**config.mk**
```make
export PLATFORM = sky130hd
export DESIGN_NAME = ram_port_arbiter_flat
export DESIGN_NICKNAME = d
export VERILOG_FILES = /design/src/rtl/ram_port_arbiter_if.sv /design/src/rtl/ram_port_arbiter.sv /design/src/flat_wrapper.sv
export SDC_FILE = /design/constraint.sdc
export NUM_CORES = 1
export LEC_CHECK = 0
export ABC_AREA = 1
export CAP_MARGIN = 5
export CELL_PAD_IN_SITES_DETAIL_PLACEMENT = 0
export CELL_PAD_IN_SITES_GLOBAL_PLACEMENT = 1
export CORE_UTILIZATION = 25
export DETAILED_ROUTE_END_ITERATION = 7
export PLACE_DENSITY = 0.83
export SYNTH_ARGS = -nofsm -noshare
export SYNTH_HDL_FRONTEND = slang
export SYNTH_SLANG_ARGS = --single-unit
```
**constraint.sdc**
```tcl
create_clock -name clk -period 2 [get_ports clk]
set_input_delay 0.3 -clock clk [delete_from_list [all_inputs] [get_ports clk]]
set_output_delay 0.3 -clock clk [all_outputs]
set_load 0.05 [all_outputs]
```
**src/rtl/ram_port_arbiter_if.sv**
```systemverilog
// ram_port_arbiter_if: one requester's handshake into the shared RAM port arbiter
interface ram_port_arbiter_if #(
    parameter int ADDR_W = 8,
    parameter int DATA_W = 16
) ();
    logic              req;
    logic              we;
    logic [ADDR_W-1:0] addr;
    logic [DATA_W-1:0] wdata;
    logic              ack;
    logic [DATA_W-1:0] rdata;
    logic              stall;
    modport master (output req, we, addr, wdata, input ack, rdata, stall);
    modport slave (input req, we, addr, wdata, output ack, rdata, stall);
endinterface

```
**src/rtl/ram_port_arbiter.sv**
```systemverilog
// ram_port_arbiter: 3-cycle RAM transactions shared CPU-first between CPU and host, with host starvation limit and halt
module ram_port_arbiter #(
    parameter int ADDR_W       = 8,
    parameter int DATA_W       = 16,
    parameter int STARVE_LIMIT = 4
) (
    input  logic                clk,
    input  logic                reset,
    ram_port_arbiter_if.slave   cpu,
    ram_port_arbiter_if.slave   host,
    input  logic                host_halt,
    output logic                ram_en,
    output logic                ram_we,
    output logic [ADDR_W-1:0]   ram_addr,
    output logic [DATA_W-1:0]   ram_wdata,
    input  logic [DATA_W-1:0]   ram_rdata
);
    localparam logic [3:0] LIMIT = 4'(STARVE_LIMIT);
    typedef enum logic [1:0] {IDLE, ACCESS, RESP} state_t;
    state_t            state_q, state_d;
    logic              ram_en_q, ram_en_d, ram_we_q, ram_we_d;
    logic [ADDR_W-1:0] ram_addr_q, ram_addr_d;
    logic [DATA_W-1:0] ram_wdata_q, ram_wdata_d;
    logic              cpu_ack_q, cpu_ack_d, host_ack_q, host_ack_d;
    logic              owner_q, owner_d;
    logic [3:0]        streak_q, streak_d;
    logic              cpu_ok, grant_host, grant_cpu;
    always_comb begin
        cpu_ok      = cpu.req & ~host_halt;
        grant_host  = host.req & (~cpu_ok | (streak_q == LIMIT));
        grant_cpu   = cpu_ok & ~grant_host;
        state_d     = state_q;
        ram_en_d    = 1'b0;
        ram_we_d    = 1'b0;
        ram_addr_d  = ram_addr_q;
        ram_wdata_d = ram_wdata_q;
        cpu_ack_d   = 1'b0;
        host_ack_d  = 1'b0;
        owner_d     = owner_q;
        streak_d    = host.req ? streak_q : 4'd0;
        case (state_q)
            IDLE: if (grant_host | grant_cpu) begin
                state_d     = ACCESS;
                ram_en_d    = 1'b1;
                ram_we_d    = grant_host ? host.we : cpu.we;
                ram_addr_d  = grant_host ? host.addr : cpu.addr;
                ram_wdata_d = grant_host ? host.wdata : cpu.wdata;
                owner_d     = grant_host;
                // owner_q: 1 = host
                streak_d    = (grant_host | ~host.req) ? 4'd0 :
                              streak_q + ((streak_q == LIMIT) ? 4'd0 : 4'd1);
            end
            ACCESS: begin
                state_d    = RESP;
                cpu_ack_d  = ~owner_q;
                host_ack_d = owner_q;
            end
            default: state_d = IDLE;
        endcase
    end
    always_ff @(posedge clk) begin
        if (!reset) begin
            state_q     <= IDLE;
            ram_en_q    <= 1'b0;
            ram_we_q    <= 1'b0;
            ram_addr_q  <= '0;
            ram_wdata_q <= '0;
            cpu_ack_q   <= 1'b0;
            host_ack_q  <= 1'b0;
            owner_q     <= 1'b0;
            streak_q    <= 4'd0;
        end else begin
            state_q     <= state_d;
            ram_en_q    <= ram_en_d;
            ram_we_q    <= ram_we_d;
            ram_addr_q  <= ram_addr_d;
            ram_wdata_q <= ram_wdata_d;
            cpu_ack_q   <= cpu_ack_d;
            host_ack_q  <= host_ack_d;
            owner_q     <= owner_d;
            streak_q    <= streak_d;
        end
    end
    assign ram_en     = ram_en_q;
    assign ram_we     = ram_we_q;
    assign ram_addr   = ram_addr_q;
    assign ram_wdata  = ram_wdata_q;
    assign cpu.ack    = cpu_ack_q;
    assign cpu.rdata  = cpu_ack_q ? ram_rdata : '0;
    assign cpu.stall  = cpu.req & ~cpu_ack_q;
    assign host.ack   = host_ack_q;
    assign host.rdata = host_ack_q ? ram_rdata : '0;
    assign host.stall = host.req & ~host_ack_q;
endmodule

```
**src/flat_wrapper.sv**
```systemverilog
// flat-port wrapper written by rule: the top's interface ports become plain ports
module ram_port_arbiter_flat 
#(
    parameter int ADDR_W       = 8,
    parameter int DATA_W       = 16,
    parameter int STARVE_LIMIT = 4
)
  (clk, reset, host_halt, ram_en, ram_we, ram_addr, ram_wdata, ram_rdata, cpu_req, cpu_we, cpu_addr, cpu_wdata, cpu_ack, cpu_rdata, cpu_stall, host_req, host_we, host_addr, host_wdata, host_ack, host_rdata, host_stall);
  ram_port_arbiter_if #(.ADDR_W(ADDR_W), .DATA_W(DATA_W)) cpu_i ();
  ram_port_arbiter_if #(.ADDR_W(ADDR_W), .DATA_W(DATA_W)) host_i ();
  input  logic clk;
  input  logic reset;
  input  logic host_halt;
  output logic ram_en;
  output logic ram_we;
  output logic [ADDR_W-1:0] ram_addr;
  output logic [DATA_W-1:0] ram_wdata;
  input  logic [DATA_W-1:0] ram_rdata;
  input wire logic [$bits(cpu_i.req)-1:0] cpu_req;
  input wire logic [$bits(cpu_i.we)-1:0] cpu_we;
  input wire logic [$bits(cpu_i.addr)-1:0] cpu_addr;
  input wire logic [$bits(cpu_i.wdata)-1:0] cpu_wdata;
  output wire logic [$bits(cpu_i.ack)-1:0] cpu_ack;
  output wire logic [$bits(cpu_i.rdata)-1:0] cpu_rdata;
  output wire logic [$bits(cpu_i.stall)-1:0] cpu_stall;
  input wire logic [$bits(host_i.req)-1:0] host_req;
  input wire logic [$bits(host_i.we)-1:0] host_we;
  input wire logic [$bits(host_i.addr)-1:0] host_addr;
  input wire logic [$bits(host_i.wdata)-1:0] host_wdata;
  output wire logic [$bits(host_i.ack)-1:0] host_ack;
  output wire logic [$bits(host_i.rdata)-1:0] host_rdata;
  output wire logic [$bits(host_i.stall)-1:0] host_stall;
  assign cpu_i.req = cpu_req;
  assign cpu_i.we = cpu_we;
  assign cpu_i.addr = cpu_addr;
  assign cpu_i.wdata = cpu_wdata;
  assign cpu_ack = cpu_i.ack;
  assign cpu_rdata = cpu_i.rdata;
  assign cpu_stall = cpu_i.stall;
  assign host_i.req = host_req;
  assign host_i.we = host_we;
  assign host_i.addr = host_addr;
  assign host_i.wdata = host_wdata;
  assign host_ack = host_i.ack;
  assign host_rdata = host_i.rdata;
  assign host_stall = host_i.stall;
  ram_port_arbiter #(.ADDR_W(ADDR_W), .DATA_W(DATA_W), .STARVE_LIMIT(STARVE_LIMIT)) u_core (.clk(clk), .reset(reset), .cpu(cpu_i), .host(host_i), .host_halt(host_halt), .ram_en(ram_en), .ram_we(ram_we), .ram_addr(ram_addr), .ram_wdata(ram_wdata), .ram_rdata(ram_rdata));
endmodule
```
# [Word-level counts from Yosys, hierarchy flattened]
# Index checks and enable logic that the tools add are counted.
[word_totals] ff_bits=35 input_bits=71 out_inout_bits=62 elab_cells=46
[classes] add_sub_neg=1 eq_ne=3 mux=13 bitwise_logic=15 n_reduce_logical=5
[ops] operator="$mux W16" count=3
[ops] operator="$mux W4" count=4
[ops] operator="$mux W8" count=1
[ops] operator="$not A1 Y1" count=7
[ops] operator="$reduce_and A2 Y1" count=3
[ops] operator="$and A1 B1 Y1" count=5
[ops] operator="$add A4 B4 Y4" count=1
[ops] operator="$eq A4 B3 Y1 const B" count=1
[ops] operator="$pmux W2 S2" count=1
[ops] operator="$mux W1" count=3
[ops] operator="$or A1 B1 Y1" count=3
[ops] operator="$reduce_and A3 Y1" count=1
[ops] operator="$eq A2 B1 Y1 const B" count=1
[ops] operator="$logic_not A2 Y1" count=1
[ops] operator="$mux W2" count=1
[ops] operator="$ne A2 B1 Y1 const B" count=1

# [Depth between registers and ports, before layout]
# Gate-level depths: netlist (run 1).
[logic_depth] word_depth=10 depth_mapped=9

# [Least setup slack after synthesis (run 1)]
# OpenSTA, ideal clock, no wires.
[synth_timing] path_type="register to output" start="register u_core.cpu_ack_q, in the netlist u_core.cpu.ack" end="output cpu_stall" arrival_time_ns=1.580 setup_slack_ns=0.120 stages_incl_launch_ff=4 path_cell_list="dfxtp_1 -> clkbuf_1 -> clkbuf_1 -> nor2_1"
[synth_via] elab_chain_cells=2
[synth_lines] element="start: declaration" line="ram_port_arbiter.sv:24" text="logic cpu_ack_q, cpu_ack_d, host_ack_q, host_ack_d;"
[synth_lines] element="start signal: assignment" line="ram_port_arbiter.sv:78" text="cpu_ack_q <= cpu_ack_d;"
[synth_lines] element="$not A1 Y1" line="ram_port_arbiter.sv:90" text="assign cpu.stall = cpu.req & ~cpu_ack_q;"
[synth_lines] element="$and A1 B1 Y1" line="ram_port_arbiter.sv:90"
[synth_lines] element="end: declaration" line="flat_wrapper.sv:25" text="output wire logic [$bits(cpu_i.stall)-1:0] cpu_stall;"
# Every way passes these cells.

# [Final worst setup path (run 1)]
[layout_timing] start="register u_core.ram_wdata_q[6], in the netlist u_core.ram_wdata[6]" end="output ram_wdata[6]"
[layout_rtl] element="start: declaration" line="ram_port_arbiter.sv:23" text="logic [DATA_W-1:0] ram_wdata_q, ram_wdata_d;"
[layout_rtl] element="start signal: assignment" line="ram_port_arbiter.sv:77" text="ram_wdata_q <= ram_wdata_d;"
[layout_rtl] element="end: declaration" line="flat_wrapper.sv:17" text="output logic [DATA_W-1:0] ram_wdata;"
# No word-level cell between the ends.

==> summary.txt, run 1 <==
Status = finished, final reports clean
Power per cell area = 563 nW/µm²
Vias in the first global route = 2357
First drt pass iteration count = 4
Synth cell types = 21
Worst setup SP type = flip-flop
Sink Count = 35
Slew @ Worst Pin = 0.588 ns
Filler cells = 785
TritonCTS Buffers = 5
Maximum vdd ir drop = 0.246 mV
Hold Path Class = flip-flop to flip-flop
Initial antenna violation count = 0
Buf/Inv on CP = 1
Placer Congestion = 0.731
Seq/Total Area, Yosys = 0.339
Sequential Area = 701 µm²
Crit-path cells = clkdlybuf4s50_1
Synthesized area = 2060 µm²
Asr flop ratio synth = 0
Slowest-stage cell, CP = clkdlybuf4s50_1
PortBufs = 132
CTS Root Cell = clkbuf_8
Clk pin slew, worst setup/hold paths = 0.08 ns
Minimum clock period = 1.74 ns
Ys Warns = 0
Layout cells sized above 1 = 0.127
Final worst slack = 0.256 ns
Cells after synthesis = 345
P_leak = 1.93 nW
H-tree levels = 2
# DRC = 0
Initial core utilization = 0.263
Top post-synthesis cells by count = inv_1 (65), nand2_1 (64), nor2_1 (61), dfxtp_1 (35)
Post-synth EDFFs = 0
Post-route cell area = 3880 µm²
Post-CTS Hold Buffers = 0
Avg Inst Size Synth = 5.98 µm²
Yosys reg bits = 35
Place WS = 0.227 ns
Via count = 2505
Dpl cell area = 3800 µm²
Critical path's largest stage delay = 0.83 ns
First-pass GRT wire length = 11000 µm
Required @ worst endpoint = 1.70 ns
Die Outline Area = 8630 µm²
Via density = 4.37
Tcrit/Tclk final = 0.872
Pin count of the biggest net entering global routing = 34
Routed len/inst = 11.6 µm
Die span in y = 92.9 µm
Worst-skew pair later-pin latency = 0.28 ns
CP top delay family = buffers and inverters
Top FF cell, synth = dfxtp_1
Top area cells in the synthesized netlist = dfxtp_1 (34%), inv_1 (12%), nand2_1 (12%)
Die Width = 92.9 µm
Worst Path Arrival = 1.44 ns
CTS Buffer Depth = 2
Nets = 544
MaxCap Viol Count = 0
Core footprint = 7850 µm²
Antenna Cells = 0
Area Overhead vs Synth = 88.2%
Max Slew Vio Count = 0
Final ANT Viol Nets = 0
Cell taking the most area after synthesis = dfxtp_1
Total track usage = 0.157
Synth Net Count = 419
Grt total ovfl = 0
Post-CTS setup buffers = 0
Fmax = 0.573 GHz
Final Skew = 0.00589 ns
Drt first-iter violations = 71
Yosys top cell area share = 0.339
CTS tree = built
WS Path Type = flip-flop to primary output
Post-cts repair resize count = 0
Max transition margin = 0.607
DPL Wire Length = 5310 µm
Setup violators final = 0
Most instantiated library cell after synthesis = inv_1
RSZ-0062 raised after global routing = no
Multi-input logic area = 997 µm²
Crit-path max FO = 2
Total Neg Setup Slack = 0 ns
Top-level port count = 133
Number of core rows = 32
Final hold violation count = 0
Worst Setup End Kind = primary output
Total wire length = 6670 µm
## state kept, by name, summed over array words and instances, names as in the netlist
register          flops
u_core.ram_addr       8
u_core.ram_we         1
u_core.ram_wdata     16
u_core.owner_q        1
u_core.cpu.ack        1
u_core.streak_q       4
u_core.state_q        2
u_core.ram_en         1
u_core.host.ack       1
## kinds of logic (layout without fill, tap and decap cells)
group           after synthesis  count (layout)  synth area share
fa+ha+maj                     3               3            0.0182
flops                        35              35             0.339
buf+inv                      89             215             0.179
simple gates                160             160             0.323
compound gates               58              58             0.141
## path summary, 6_finish.rpt
path	start	end	slack, ns	depth (start not counted)
setup / recovery	u_core.ram_wdata[6]	ram_wdata[6]	0.26	1
hold / removal	u_core.owner_q	u_core.cpu.ack	0.46	1
hold reg to reg	u_core.owner_q	u_core.cpu.ack	0.46	1
setup reg to reg	u_core.streak_q[0]	u_core.ram_addr[4]	0.55	9
## cells in the final DEF, fill, tap and decap left out, drive strengths merged, types with 3 or more instances in the layout
cell type | Yosys | final
clkdlybuf4s50 | 0 | 95
clkbuf | 11 | 5
dfxtp | 35 | 35
nand3 | 28 | 28
inv | 67 | 67
o21ai | 31 | 31
clkinv | 0 | 3
nor2 | 64 | 64
nand2 | 64 | 64
a21oi | 27 | 27
ha | 3 | 3
buf | 11 | 45
## per-layer routing
metal,track usage,wire length (µm),vias to the layer above
met5,0,0,-
met3,0.0509,585,6
met2,0.275,3210,102
met1,0.185,2830,1104
met4,0.0385,52,0
li1,-,-,1293
## final cells by class
cell class / instances / area share
clock buffers: 5 / 0.0177
clock inverters: 3 / 0.00386
inverters: 67 / 0.0647
multi-input cells: 221 / 0.257
flip-flops and latches: 35 / 0.180
well taps: 102 / 0.0329
repair buffers: 140 / 0.444
## metrics by stage
step,utilization,power (mW),cells,hold slack [ns]
after floorplan,-,1.32,345,0.407
after global placement,0.484,1.70,565,0.435
after detailed placement,0.484,1.71,565,0.449
after CTS,0.495,2.22,573,0.462
after global routing,0.495,2.32,573,0.487
final,0.495,2.19,573,0.460
## power breakdown
part / switching (mW) / internal, mW / leakage (nW)
registers: 0.0413 / 0.764 / 0.289
logic: 0.508 / 0.378 / 1.59
clock network: 0.258 / 0.238 / 0.0477
total: 0.807 / 1.38 / 1.93
No activity file was read; power rests on OpenSTA's default activity.
==> run 2: changes to the inputs <==
--- a/config.mk
+++ b/config.mk
@@ -9,9 +9,11 @@
 export CAP_MARGIN = 5
 export CELL_PAD_IN_SITES_DETAIL_PLACEMENT = 0
 export CELL_PAD_IN_SITES_GLOBAL_PLACEMENT = 1
-export CORE_UTILIZATION = 25
+export CORE_MARGIN = 2
+export CORE_UTILIZATION = 21
 export DETAILED_ROUTE_END_ITERATION = 7
-export PLACE_DENSITY = 0.83
+export MAX_ROUTING_LAYER = met4
+export PLACE_DENSITY = 0.74
 export SYNTH_ARGS = -nofsm -noshare
 export SYNTH_HDL_FRONTEND = slang
 export SYNTH_SLANG_ARGS = --single-unit
==> constraint.sdc (replaced) <==
create_clock -name clk -period 1.59 [get_ports clk]
set_input_delay 0.2385 -clock clk [delete_from_list [all_inputs] [get_ports clk]]
set_output_delay 0.2385 -clock clk [all_outputs]
set_load 0.05 [all_outputs]
==> run 2 against run 1 <==
  * Sequential power is 27% higher
  * Worst setup slack got worse by 0.11 ns
  * Critical path type is now flip-flop to flip-flop
  * Highest routed layer unchanged
  * Largest cell class unchanged
  * Routed wire length rose by 4.9%
  * Worst hold slack worse by 0.089 ns
==> summary.txt, run 2 (synthesis gave the netlist of run 1 again) <==
Status = finished, final reports clean
Area Overhead vs Synth = 94.3%
Final hold violation count = 0 (unchanged)
Final worst slack = 0.145 ns (-0.111 ns)
Hold slack = 0.371 ns (-0.0887 ns)
Maximum vdd ir drop = 0.307 mV (+25%)
Clk pin slew, worst setup/hold paths = 0.08 ns (about the same)
# DRC = 0 (unchanged)
Final ANT Viol Nets = 0 (unchanged)
Worst setup path start = u_core.streak_q[0]
R2r worst-path depth = 9 (unchanged)
Top-level port count = 133 (unchanged)
CTS Buffer Depth = 2 (unchanged)
Tcrit/Tclk final = 0.909
Initial antenna violation count = 0 (unchanged)
Dpl cell area = 3900 µm² (+2.5%)
RSZ-0062 raised after global routing = no
Total wire length = 7000 µm (+4.9%)
Cell Count, Final, Fillers Out = 605 (+5.6%)
Required @ worst endpoint = 1.77 ns (+0.07 ns)
Worst Path Arrival = 1.62 ns (+0.18 ns)
Power per cell area = 692 nW/µm² (+23%)
Worst-skew pair later-pin latency = 0.28 ns (about the same)
Die Outline Area = 10600 µm² (+23%)
PortBufs = 132 (unchanged)
DPL Wire Length = 5220 µm (-1.7%)
H-tree levels = 2 (unchanged)
Worst setup SP type = flip-flop
Via density = 4.10 (-6.3%)
Setup violators final = 0 (unchanged)
First-pass GRT wire length = 10600 µm (-3.5%)
Vias in the first global route = 2196 (-6.8%)
Crit-path max FO = 24 (+22)
Total track usage = 0.129 (-0.0289)
Max reg flops = 16 (unchanged)
Hold-critical path depth = 4 (+3)
Placed insts = 596 (+5.5%)
Post-CTS setup buffers = 0 (unchanged)
Max Slew Vio Count = 0 (unchanged)
Filler cells = 1005 (+28%)
Place WS = -0.0747 ns (-0.301 ns)
Die Width = 103 µm (+11%)
Final Power = 2.77 mW (+27%)
Worst Setup End Kind = flip-flop
Nets = 545 (+0.18%)
Initial core utilization = 0.214 (-0.0489)
Most frequent cells in the layout = clkdlybuf4s50_1 (69), nand2_1 (63), nor2_1 (59), inv_1 (47), buf_12 (39)
Sink Count = 35 (unchanged)
Die span in y = 103 µm (+11%)
Final Skew = 0.00520 ns (-0.000689 ns)
CTS Root Cell = clkbuf_8
Core footprint = 9640 µm² (+23%)
Grt total ovfl = 0 (unchanged)
Fmax = 0.692 GHz
P_leak = 1.82 nW (-5.9%)
Drt first-iter violations = 69 (-2.8%)
Commonest non-fill, non-tap cell in the layout = clkdlybuf4s50_1
Total Neg Setup Slack = 0 ns (unchanged)
Routed len/inst = 11.6 µm (-0.66%)
Reg2reg start = u_core.streak_q[0]
First drt pass iteration count = 4 (unchanged)
CTS tree = built
Final core occ = 0.416 (-0.0789)
Pin count of the biggest net entering global routing = 50 (+47%)
Placer Congestion = 0.736 (+0.74%)
Minimum clock period = 1.44 ns
Reg2Reg Setup Slack = 0.15 ns (-0.40 ns)
Via count = 2478 (-1.1%)
WS Path Type = flip-flop to flip-flop
Layout cells sized above 1 = 0.227 (+0.0993)
Hold Path Class = input pin to flip-flop
Worst setup path endpoint = u_core.ram_wdata[9]
Post-route cell area = 4010 µm² (+3.3%)
Slew @ Worst Pin = 0.476 ns (-0.113 ns)
Worst r2r dst = u_core.ram_wdata[9]
Max transition margin = 0.683 (+0.0757)
TritonCTS Buffers = 5 (unchanged)
Antenna Cells = 0 (unchanged)
Number of core rows = 36 (+13%)
MaxCap Viol Count = 0 (unchanged)
run 2: cell types whose count changed in the layout (fill, tap and decap cells not counted), sizes merged:
cell	before	now
buf	45	71
clkbuf	5	8
clkdlybuf4s50	95	69
clkinv	3	1
clkinvlp	0	18
inv	67	49
run 2: worst min path at each step:
stage / slack (ns) / endpoint / from
after floorplan: 0.37 / u_core.ram_we / cpu_we
after global placement: 0.42 / u_core.cpu.ack / u_core.owner_q
after detailed placement: 0.42 / u_core.cpu.ack / u_core.owner_q
after CTS: 0.36 / u_core.ram_we / host_req
after global routing: 0.38 / u_core.ram_we / host_req
final: 0.37 / u_core.ram_we / host_req
run 2: layer usage:
layer,global-route usage,part of all wire,vias to the layer above
met5,-,0,-
met4,0.0243,0.0081,0
met3,0.0386,0.091,6
met2,0.211,0.46,103
met1,0.157,0.44,1067
li1,-,-,1302
run 2: worst max-delay path: stages (launching register included):
cell and delay (ns):
dfxtp_1 0.37, inv_1 0.07, ha_1 0.20, nand3_2 0.10, nand2_2 0.11, clkbuf_16 0.22, nand3_1 0.08, nand2_1 0.06
nor2_1 0.08, nor2_1 0.04
run 2: cell type report:
cell class / count / area, µm² / area share
clock buffers: 7 / 76.3 / 0.0190
clock inverters: 1 / 5.00 / 0.00125
inverters: 67 / 319 / 0.0795
multi-input cells: 221 / 1000 / 0.250
flip-flops and latches: 35 / 708 / 0.177
well taps: 133 / 166 / 0.0415
repair buffers: 141 / 1730 / 0.432
run 2: report_power, final:
| group | internal (mW) | switching, mW | leakage [nW] |
|---|---|---|---|
| combinational | 0.477 | 0.651 | 1.48 |
| sequential | 0.959 | 0.0571 | 0.291 |
| clock | 0.308 | 0.323 | 0.0422 |
| total | 1.74 | 1.03 | 1.82 |
run 2: repair_timing:
item,in CTS,in global routing
hold buffers,0,0
gates resized for setup,0,3
endpoints found under the setup margin,0,4
==> run 3: changes to the inputs <==
--- a/config.mk
+++ b/config.mk
@@ -6,7 +6,7 @@
 export NUM_CORES = 1
 export LEC_CHECK = 0
 export ABC_AREA = 1
-export CAP_MARGIN = 5
+export ABC_CLOCK_PERIOD_IN_PS = 1590
 export CELL_PAD_IN_SITES_DETAIL_PLACEMENT = 0
 export CELL_PAD_IN_SITES_GLOBAL_PLACEMENT = 1
 export CORE_MARGIN = 2
==> results of run 3 <==
Final layout, timing and power as in run 2 (identical DEF).
